File: src/rtl/cnn_layer_sequencer.sv
// -----------------------------------------------------------------------------
// cnn_layer_sequencer
//
// Purpose:
//   Runs a two-layer CNN pass: pulses layer 1 to start, counts its output
//   feature-map writes into the shared memory, checks that exactly OFM_WORDS
//   words arrived when layer 1 reports done, then hands the shared memory to
//   layer 2, pulses it to start and waits for its completion. Either run phase
//   is bounded by a cycle timeout. Any count mismatch or timeout parks the
//   block in ERROR until a new start request.
//
// Ports:
//   clk            single clock, all state changes on the rising edge
//   rst            asynchronous active-low reset
//   start          run request (accepted in IDLE and ERROR)
//   l1_done        layer-1 completion
//   l1_ofm_wr_en   layer-1 OFM write strobe
//   l1_wr_addr     layer-1 OFM write address
//   l2_done        layer-2 completion
//   l2_sel_mem     layer-2 requests the shared memory
//   l2_rd_addr     layer-2 read address
//   l1_start       one-cycle layer-1 start pulse
//   l2_start       one-cycle layer-2 start pulse
//   mem_addr       shared-memory address
//   mem_wr_en      shared-memory write enable
//   mem_owner      shared-memory owner (0 = layer 1, 1 = layer 2)
//   ofm_count      layer-1 writes accepted in the current run (saturates)
//   busy           high in every state except IDLE and ERROR
//   done           one-cycle run-complete pulse
//   error          high while parked in ERROR
// -----------------------------------------------------------------------------
module cnn_layer_sequencer #(
  parameter int OFM_WORDS      = 172,
  parameter int TIMEOUT_CYCLES = 65535
) (
  input  logic       clk,
  input  logic       rst,
  input  logic       start,
  input  logic       l1_done,
  input  logic       l1_ofm_wr_en,
  input  logic [7:0] l1_wr_addr,
  input  logic       l2_done,
  input  logic       l2_sel_mem,
  input  logic [7:0] l2_rd_addr,
  output logic       l1_start,
  output logic       l2_start,
  output logic [7:0] mem_addr,
  output logic       mem_wr_en,
  output logic       mem_owner,
  output logic [7:0] ofm_count,
  output logic       busy,
  output logic       done,
  output logic       error
);

  localparam logic [2:0] S_IDLE     = 3'd0;
  localparam logic [2:0] S_L1_START = 3'd1;
  localparam logic [2:0] S_L1_RUN   = 3'd2;
  localparam logic [2:0] S_L2_START = 3'd3;
  localparam logic [2:0] S_L2_RUN   = 3'd4;
  localparam logic [2:0] S_DONE     = 3'd5;
  localparam logic [2:0] S_ERROR    = 3'd6;

  // Timer wide enough to hold TIMEOUT_CYCLES itself.
  localparam int TW = (TIMEOUT_CYCLES < 2) ? 1 : $clog2(TIMEOUT_CYCLES + 1);

  logic [2:0]    r_state;
  logic [2:0]    w_state_next;
  logic [7:0]    r_count;
  logic [7:0]    w_count_next;
  logic [TW-1:0] r_timer;
  logic [TW-1:0] w_timer_next;
  logic [TW-1:0] w_timer_inc;
  logic          w_timer_hit;
  logic [8:0]    w_count_sum;
  logic          w_words_ok;
  logic          w_in_l1_run;
  logic          w_in_l2_run;

  assign w_in_l1_run = (r_state == S_L1_RUN);
  assign w_in_l2_run = (r_state == S_L2_RUN);

  // The timeout fires on the cycle whose increment reaches TIMEOUT_CYCLES,
  // so a phase gets exactly TIMEOUT_CYCLES cycles in its run state.
  assign w_timer_inc = r_timer + TW'(1);
  assign w_timer_hit = (w_timer_inc >= TW'(TIMEOUT_CYCLES));

  // A write landing in the same cycle as l1_done still counts toward the check.
  assign w_count_sum = {1'b0, r_count} + {8'd0, l1_ofm_wr_en};
  assign w_words_ok  = (w_count_sum == 9'(OFM_WORDS));

  always_comb begin
    w_state_next = r_state;
    case (r_state)
      S_IDLE:     if (start) w_state_next = S_L1_START;
      S_L1_START: w_state_next = S_L1_RUN;
      S_L1_RUN: begin
        // Completion outranks a coincident timeout.
        if (l1_done)          w_state_next = w_words_ok ? S_L2_START : S_ERROR;
        else if (w_timer_hit) w_state_next = S_ERROR;
      end
      S_L2_START: w_state_next = S_L2_RUN;
      S_L2_RUN: begin
        if (l2_done)          w_state_next = S_DONE;
        else if (w_timer_hit) w_state_next = S_ERROR;
      end
      S_DONE:     w_state_next = S_IDLE;
      S_ERROR:    if (start) w_state_next = S_L1_START;
      default:    w_state_next = S_IDLE;
    endcase
  end

  always_comb begin
    w_count_next = r_count;
    if (w_state_next == S_L1_START && r_state != S_L1_START) begin
      w_count_next = 8'd0;
    end else if (w_in_l1_run && l1_ofm_wr_en && r_count != 8'hFF) begin
      w_count_next = r_count + 8'd1;
    end
  end

  // Run states are only entered from their start states, so clearing there
  // restarts the timer on every entry.
  always_comb begin
    w_timer_next = '0;
    if (w_in_l1_run || w_in_l2_run) w_timer_next = w_timer_inc;
  end

  always_ff @(posedge clk or negedge rst) begin
    if (!rst) begin
      r_state <= S_IDLE;
      r_count <= 8'd0;
      r_timer <= '0;
    end else begin
      r_state <= w_state_next;
      r_count <= w_count_next;
      r_timer <= w_timer_next;
    end
  end

  // Outputs decode the registered state, so reset clears them at once.
  assign l1_start  = (r_state == S_L1_START);
  assign l2_start  = (r_state == S_L2_START);
  assign mem_owner = (r_state == S_L2_START) || w_in_l2_run;
  assign mem_wr_en = w_in_l1_run && l1_ofm_wr_en;
  assign mem_addr  = w_in_l1_run                ? l1_wr_addr :
                     (w_in_l2_run && l2_sel_mem) ? l2_rd_addr : 8'd0;
  assign ofm_count = r_count;
  assign busy      = (r_state != S_IDLE) && (r_state != S_ERROR);
  assign done      = (r_state == S_DONE);
  assign error     = (r_state == S_ERROR);

endmodule

File: config.mk
export PLATFORM = sky130hd
export DESIGN_NAME = cnn_layer_sequencer
export DESIGN_NICKNAME = d
export VERILOG_FILES = /design/src/rtl/cnn_layer_sequencer.sv
export SDC_FILE = /design/constraint.sdc
export NUM_CORES = 1
export LEC_CHECK = 0
export BUFFER_PORTS_ARGS = -buffer_cell sky130_fd_sc_hd__buf_2
export CAP_MARGIN = 10
export CORE_MARGIN = 2
export CORE_UTILIZATION = 28
export DETAILED_ROUTE_END_ITERATION = 12
export PLACE_DENSITY = 0.56
export SETUP_SLACK_MARGIN = 0.15
export SLEW_MARGIN = 0
export SYNTH_ARGS = -nofsm -noshare
export SYNTH_HDL_FRONTEND = slang
export SYNTH_SLANG_ARGS = --single-unit
File: constraint.sdc
create_clock -name clk -period 2.1 [get_ports clk]
set_clock_uncertainty 0.05 [all_clocks]
set_input_delay 0.21 -clock clk [delete_from_list [all_inputs] [get_ports clk]]
set_output_delay 0.21 -clock clk [all_outputs]
set_load 0.01 [all_outputs]
==> results of run 1 <==
## Yosys cell counts, drive strengths merged (3+ instances only)
cell,instances,area [µm²]
nor2,30,113
dfrtp,27,676
nand2,19,71.3
xor2,15,131
nand3,10,67.6
nor3,9,45.0
a22o,8,70.1
xnor2,8,70.1
nand4,7,43.8
buf,6,51.3
ha,6,75.1
inv,6,22.5
and3,5,33.8
clkbuf,4,16.3
o21ai,4,23.8
nand2b,3,18.8
nor4,3,40.0
## area by class of cell
| cell class | instances | area, µm² |
|---|---|---|
| clock buffers | 3 | 41.3 |
| clock inverters | 1 | 5.00 |
| fillers | 658 | 4040 |
| inverters | 6 | 22.5 |
| multi-input cells | 153 | 1050 |
| flip-flops and latches | 27 | 683 |
| well taps | 77 | 96.3 |
| repair buffers | 59 | 333 |
## worst paths after layout
kind                       cells past startpoint             startpoint                     to  slack, ns
min in group asynchronous                      2                    rst  r_timer[15]$_DFF_PN0_       0.42
max in group asynchronous                      2                    rst   r_timer[3]$_DFF_PN0_       1.15
setup reg to reg                               7   r_timer[0]$_DFF_PN0_   r_state[1]$_DFF_PN0_        0.1
hold / removal                                 2                l2_done   r_state[1]$_DFF_PN0_       0.09
hold reg to reg                                2  r_timer[15]$_DFF_PN0_  r_timer[15]$_DFF_PN0_       0.52
setup / recovery                               7   r_timer[0]$_DFF_PN0_   r_state[1]$_DFF_PN0_        0.1
## sequential cells by signal, summed over array words and instances, names as in the netlist
register and cells:
r_state 3, r_timer 16, ofm_count 8
## logic make-up (layout without fill, tap and decap cells)
logic type / Yosys count / count (layout)
compound gates: 28 / 28
simple gates: 95 / 95
fa+ha+maj: 6 / 6
buf+inv: 16 / 69
flops: 27 / 27
xor+xnor: 23 / 23
mux: 1 / 1
## report_power, final
group | switching, µW | internal, µW
clock | 171 | 133
combinational | 538 | 407
sequential | 65.3 | 583
total | 775 | 1120
## what timing repair did
item / 4_1_cts / 5_1_grt
hold buffers: 1 / 0
setup endpoints to repair: 11 / 15
pin swaps: 0 / 1
gates cloned: 0 / 0
endpoints found under the hold margin: 27 / 0
setup buffers: 0 / 4
resized for setup: 5 / 9
## placed cells by master, fill, tap and decap left out, types with 3 or more instances in the layout
cell type and count:
inv_1 6, nand2b_1 3, xor2_1 15, dfrtp_2 6, buf_2 45, clkbuf_8 3
buf_4 13, a22o_1 8, xnor2_1 8, and3_2 3, ha_1 4, nand2_1 19
nor3_1 9, nor2_1 30, nand4_1 7, dfrtp_1 21, nand3_1 7
## worst max-delay path, stage by stage, from the launching register on
cell,delay (ns)
dfrtp_2,0.45
ha_2,0.25
nand2_1,0.10
o31ai_2,0.23
nand4_1,0.15
a221oi_2,0.28
nand4_1,0.18
o41ai_2,0.22
## metal layers
| metal | track usage (%) | share of wire [%] |
|---|---|---|
| met4 | 4.40 | 1.7 |
| met5 | 0 | 0 |
| met1 | 16.5 | 48 |
| met2 | 19.0 | 48 |
| met3 | 1.68 | 2.3 |
## through the flow
| step | std cells | setup WS, ns | cell area, µm² | utilization (%) | power [µW] |
|---|---|---|---|---|---|
| after global routing | 326 | 0.0375 | 2240 | 35.6 | 2060 |
| after floorplan | 196 | 0.243 | 1790 | - | 1260 |
| after global placement | 317 | 0.152 | 2110 | 33.6 | 1550 |
| after CTS | 322 | 0.122 | 2170 | 34.6 | 1870 |
| after detailed placement | 317 | 0.0496 | 2110 | 33.6 | 1550 |
| final | 326 | 0.0964 | 2240 | 35.6 | 1900 |
==> qor.yml, run 1 <==
outcome: "finished, final reports clean"
synthMuxAreaShare_pct: 0.560
hpwl_mm: 3.11
synth_flop_cell: "dfrtp_1"
holdCritPathClass: "input port to flip-flop"
num_vias: 1562
yosys.cell_types.count: 47
grt_overflow: 0
clock-sinks: 27
synth_edf_count: 0
chipWidth_um: 83.9
syn_area_um2: 1790
drc: 0
critical_path_class: "flip-flop to flip-flop"
clock_path_buffers: 2
crit_path_max_fanout: 6
synth_area_per_cell_um2: 9.12
synth_xor_area_share_pct: 11.3
post-route-min-period_ns: 2.00
final_nets: 279
coreArea_um2: 6280
antennaDiodeCount: 0
first_global_vias: 1462
drive_above_1_share_pct: 33.3
cap_violations: 0
synth_top_family_by_area: "simple AND/OR/NAND/NOR gates"
startpoint_type: "flip-flop"
cts_tree: "built"
gp_congestion: 0.772
synth-simple-area-share_pct: 28.1
numCtsBuffers: 3
synth_compound_area_share_pct: 13.1
die_area_um2: 7040
area_delta_synth_final_pct: 25.1
first_pass_iters: 4
grt_max_degree: 28
viasPerCell: 4.79
rsz0062_at_grt: "true"
yosys.area_share.adder_pct: 4.20
drt_iter0_drc: 123
ir_drop_v: 0.000601
whs_ns: 0.0906
port_buffers: 45
ys_warn_count: 0
syn_inst: 196
total_leakage_power_uw: 0.00102
ioPinCount: 46
end_kind: "flip-flop"
arrival_ns: 2.13
grt_util_all_layers_pct: 12.0
rows: 29
syn_nets: 225
htreeDepth: 1
power_density_nw_per_um2: 849
ys_ff_latch: 27
fin_setup_tns_ns: 0
ys_seq_area_share_pct: 37.8
min_period_over_period_pct: 95.4
hold_viol_final: 0
clkTransAtPathRegs_ns: 0.10
ys_async_sr_fraction_pct: 100
grt_pass1_wl_mm: 6.95
worstMarginPinSlew_ns: 0.606
slew_violations: 0
initial_core_util_pct: 28.5
cts_root_buf: "clkbuf_8"
relSlewSlack_pct: 59.6
finalSetupViolCount: 0
die_y_um: 83.9
antenna_found_initial: 0
clkLatencyLatePin_ns: 0.27
routed_wl_mm: 4.16
drtAntennaViolNets: 0
detail_route.wl_per_cell_um: 12.8
critPathRequiredTime_ns: 2.23
fmax_mhz: 499
No activity file was read; power rests on OpenSTA's default activity.
==> run 2: changes to the inputs <==
- RECOVER_POWER: default -> 50
==> run 2 against run 1 <==
Worst setup slack worse by 0.00066 ns. Total power is 0.19% lower. Final area is 0.45% lower.
==> qor.yml, run 2 (same netlist as run 1, synthesis figures left out) <==
ff2ff_setup_slack_ns: 0.1
coreArea_um2: 6280
post-route-min-period_ns: 2.00
arrival_ns: 2.13
regMostFlops: "r_timer"
final_cell_mix: "buf_2, nor2_1, dfrtp_1, nand2_1, xor2_1"
r2r_cells: 7
num_vias: 1561
r2r_start: "r_timer[0]$_DFF_PN0_"
htreeDepth: 1
clkLatencyLatePin_ns: 0.27
p_int_uw: 1120
detail_route.wl_per_cell_um: 12.8
crit_path_max_fanout: 6
antennaDiodeCount: 0
grt_overflow: 0
netSwitchingFraction_pct: 40.9
die_area_um2: 7040
end_kind: "flip-flop"
grt_pass1_wl_mm: 6.95
wl_met2_mm: 2.01
ir_drop_v: 0.000596
clkTransAtPathRegs_ns: 0.10
regArea_um2: 682
crit_chain: "ha_2 -> nand2_1 -> o31ai_2 -> nand4_1 -> a221oi_2 -> nand4_1 -> o41ai_2"
clock_path_buffers: 2
drtAntennaViolNets: 0
power_switching_uw: 775
critical_path_class: "flip-flop to flip-flop"
combPwrFrac_pct: 49.8
top_layer_used: "met4"
critPathCapture: "r_state[1]$_DFF_PN0_"
clock-sinks: 27
fill_cells: 661
final_nets: 279
layout_commonest_cell: "buf_2"
largest_register_ffs: 16
multi_input_area_um2: 1050
viasPerCell: 4.79
routed_wl_mm: 4.16
total_leakage_power_uw: 0.000993
power_density_nw_per_um2: 851
worst-path-buf-inv: 0
cap_violations: 0
first_pass_iters: 4
hold_viol_final: 0
grt_util_all_layers_pct: 12.0
numCtsBuffers: 3
startpoint_type: "flip-flop"
pwr-share-clk_pct: 16.1
area_delta_synth_final_pct: 24.5
wl_met1_mm: 1.98
finalSetupViolCount: 0
antenna_found_initial: 0
drive_above_1_share_pct: 30.1
worstMarginPinSlew_ns: 0.673
critPathRequiredTime_ns: 2.23
outcome: "finished, final reports clean"
rows: 29
port_buffers: 45
rsz0062_at_grt: "true"
dpl_worst_slack_ns: 0.0496
min_period_over_period_pct: 95.4
chipWidth_um: 83.9
cp_num_cells: 7
first_global_vias: 1462
initial_core_util_pct: 28.5
die_y_um: 83.9
gp_congestion: 0.772
cts_tree: "built"
fin_setup_tns_ns: 0
critPathTopFamily: "compound AO/OA/AOI/OAI gates"
final_cells: 326
numPlacedInstances: 317
ioPinCount: 46
drt_iter0_drc: 123
critPathSlowestCell: "dfrtp_2"
startpoint: "r_timer[0]$_DFF_PN0_"
holdCritPathClass: "input port to flip-flop"
cpMostUsedCell: "nand4_1"
drc: 0
cts_root_buf: "clkbuf_8"
grt_max_degree: 28
timing.final.ws_setup_ns: 0.0958
wl_met3_um: 97
reg2reg_to: "r_state[1]$_DFF_PN0_"
hpwl_mm: 3.11
fmax_mhz: 499
slew_violations: 0
slowest_delay_ns: 0.45
min-delay-start: "l2_done"
power_frac_seq_pct: 34.2
relSlewSlack_pct: 55.1
run 2: cell types whose count changed in the layout (fill, tap and decap cells not counted), sizes merged:
cell / previous run / this run
buf: 58 / 49
clkbuf: 3 / 12
run 2: power groups by stage:
stage / sequential [µW] / combinational [µW] / clock (µW)
floorplan: 644 / 618 / 0
global placement: 648 / 905 / 0
detailed placement: 654 / 900 / 0
CTS: 645 / 907 / 313
global route: 655 / 1050 / 344
finish: 647 / 943 / 304
run 2: how the worst min path moves through the flow:
stage	endpoint	slack (ns)	cells after the start
6_report	r_state[1]$_DFF_PN0_	0.09	2
5_1_grt	r_state[1]$_DFF_PN0_	0.08	2
2_1_floorplan	ofm_count[0]$_DFFE_PN0P_	-0.14	0
3_3_place_gp	r_timer[11]$_DFF_PN0_	0.21	1
3_5_place_dp	r_timer[15]$_DFF_PN0_	0.21	1
4_1_cts	r_state[1]$_DFF_PN0_	0.08	2
run 2: layout make-up:
class / count / share of cell area (%)
timing repair buffer: 59 / 14.6
clock inverter: 1 / 0.225
multi-input combinational: 153 / 47.4
clock buffer: 3 / 1.85
sequential: 27 / 30.6
inverter: 6 / 1.01
tap: 77 / 4.33
run 2: per-layer routing:
layer / global-route usage (%) / up-vias
met4: 4.40 / 0
li1: - / 798
met5: 0 / -
met2: 19.0 / 16
met3: 1.68 / 6
met1: 16.5 / 741
run 2: metrics by stage:
stage               area, µm²  utilization, %  hold WS [ns]  power (µW)
CTS                      2170            34.6        0.0808        1870
detailed placement       2110            33.6         0.215        1550
finish                   2230            35.5        0.0906        1890
global placement         2110            33.6         0.209        1550
global route             2230            35.5        0.0761        2050
floorplan                1790               -        -0.136        1260
run 2: what timing repair did:
| action | CTS | global route |
|---|---|---|
| setup buffers | 0 | 4 |
| pin swaps | 0 | 1 |
| setup endpoints to repair | 11 | 15 |
| gates resized for setup | 5 | 9 |
| hold buffers | 1 | 0 |
| hold endpoints to repair | 27 | 0 |
==> run 3: changes to the inputs <==
- CORE_ASPECT_RATIO: default -> 0.8
==> run 3 against run 2 <==
Worst setup slack better by 0.12 ns. Maximum frequency up 6.2%. Utilization rose by 1.3 points. Combinational power rose by 4.8%. Final area up 3.8%. Cell count rose by 4.3%. Worst hold slack improved by 0.0015 ns. Largest cell class unchanged. Largest power group unchanged.
==> qor.yml, run 3 (same netlist as run 1, synthesis figures left out) <==
die_y_um: 75.5
post-route-min-period_ns: 1.89
drtAntennaViolNets: 0
final_cell_mix: "buf_2, nor2_1, dfrtp_1, nand2_1, buf_4"
worstMarginPinSlew_ns: 0.685
critical_path_class: "flip-flop to flip-flop"
first_pass_iters: 4
netSwitchingFraction_pct: 40.9
area_delta_synth_final_pct: 29.3
p_int_uw: 1140
htreeDepth: 1
arrival_ns: 2.02
ir_drop_v: 0.000307
power_switching_uw: 789
die_area_um2: 7040
antennaDiodeCount: 0
finalSetupViolCount: 0
cts_tree: "built"
clkTransAtPathRegs_ns: 0.10
combPwrFrac_pct: 51.2
whs_ns: 0.0921
slew_violations: 0
coreArea_um2: 6280
power_density_nw_per_um2: 834
clock-sinks: 27
relSlewSlack_pct: 54.3
numCtsBuffers: 3
routed_wl_mm: 4.26
viasPerCell: 4.75
cts_root_buf: "clkbuf_8"
chipWidth_um: 93.3
layout_commonest_cell: "buf_2"
grt_overflow: 0
grt_pass1_wl_mm: 6.73
critPathRequiredTime_ns: 2.23
clock_path_buffers: 2
rows: 26
clkLatencyLatePin_ns: 0.27
antenna_found_initial: 0
ff2ff_setup_slack_ns: 0.21
regMostFlops: "r_timer"
crit_path_max_fanout: 6
min-delay-start: "l2_done"
gp_congestion: 0.771
holdPathEnd: "r_state[1]$_DFF_PN0_"
pwr-share-clk_pct: 15.8
final_nets: 286
port_buffers: 45
end_kind: "flip-flop"
power_frac_seq_pct: 33.0
outcome: "finished, final reports clean"
first_global_vias: 1404
drive_above_1_share_pct: 33.6
ioPinCount: 46
initial_core_util_pct: 28.5
startpoint_type: "flip-flop"
r2r_start: "r_timer[7]$_DFF_PN0_"
min_period_over_period_pct: 89.9
r2r_cells: 7
hold_viol_final: 0
fin_setup_tns_ns: 0
grt_util_all_layers_pct: 12.0
reg2reg_to: "r_state[1]$_DFF_PN0_"
grt_max_degree: 28
total_leakage_power_uw: 0.00102
holdCritPathClass: "input port to flip-flop"
largest_register_ffs: 16
num_vias: 1615
rsz0062_at_grt: "true"
whs_path_depth: 2
fmax_mhz: 530
drt_iter0_drc: 119
drc: 0
detail_route.wl_per_cell_um: 12.5
cap_violations: 0
hpwl_mm: 3.12
## run 3: changes by cell type in the layout (fill, tap and decap cells not counted), sizes merged
cell,previous run,this run
buf,49,56
clkinv,1,0
clkinvlp,0,1
## run 3: worst max-delay path: stages, from the launching register on
cell	delay [ns]
dfrtp_1	0.38
buf_4	0.15
nand4_1	0.15
nor4_2	0.32
xnor2_1	0.15
a221oi_2	0.19
nand4_1	0.17
o41ai_2	0.23
## run 3: repair_timing
action                                  4_1_cts  5_1_grt
buffers inserted                              3        7
hold buffers                                  1        0
pin swaps                                     1        6
gates resized for setup                      10       12
endpoints found under the setup margin        9       14
endpoints found under the hold margin        27        0
## run 3: per-stage QoR
step                area [µm²]  cells  setup WS, ns  util, %  total power [µW]
finish                    2310    340         0.213     36.8              1930
global route              2310    340        0.0967     36.8              2090
CTS                       2240    333         0.133     35.7              1910
detailed placement        2130    325        0.0388     33.9              1550
global placement          2130    325         0.129     33.9              1560
floorplan                 1790    196         0.243        -              1260
## run 3: area by class of cell
cell class	instances	area, µm²
Inverter	6	22.5
Multi-Input combinational cell	153	1080
Fill cell	632	3970
Timing Repair Buffer	66	370
Tap cell	84	105
Clock inverter	1	7.51
Clock buffer	3	41.3
Sequential cell	27	683
## run 3: worst max-delay path by stage
stage	from	to	slack (ns)
global route	r_timer[7]$_DFF_PN0_	r_state[1]$_DFF_PN0_	0.1
finish	r_timer[7]$_DFF_PN0_	r_state[1]$_DFF_PN0_	0.21
global placement	r_timer[0]$_DFF_PN0_	r_state[1]$_DFF_PN0_	0.13
detailed placement	r_timer[0]$_DFF_PN0_	r_state[1]$_DFF_PN0_	0.04
floorplan	ofm_count[1]$_DFFE_PN0P_	ofm_count[5]$_DFFE_PN0P_	0.24
CTS	r_timer[3]$_DFF_PN0_	r_state[1]$_DFF_PN0_	0.13
## run 3: power groups by stage
stage          combinational [µW]  sequential (µW)  clock, µW
6_report                      988              636        304
5_1_grt                      1100              645        342
4_1_cts                       942              645        323
3_5_place_dp                  904              648          0
3_3_place_gp                  917              643          0
2_1_floorplan                 618              644          0
## run 3: routing by layer
layer / global-route usage, % / share of wire, % / vias up
met5: 0 / 0 / -
met4: 4.74 / 1.1 / 0
met3: 1.88 / 2.7 / 2
met2: 17.7 / 45 / 29
met1: 17.6 / 51 / 773
li1: - / - / 811
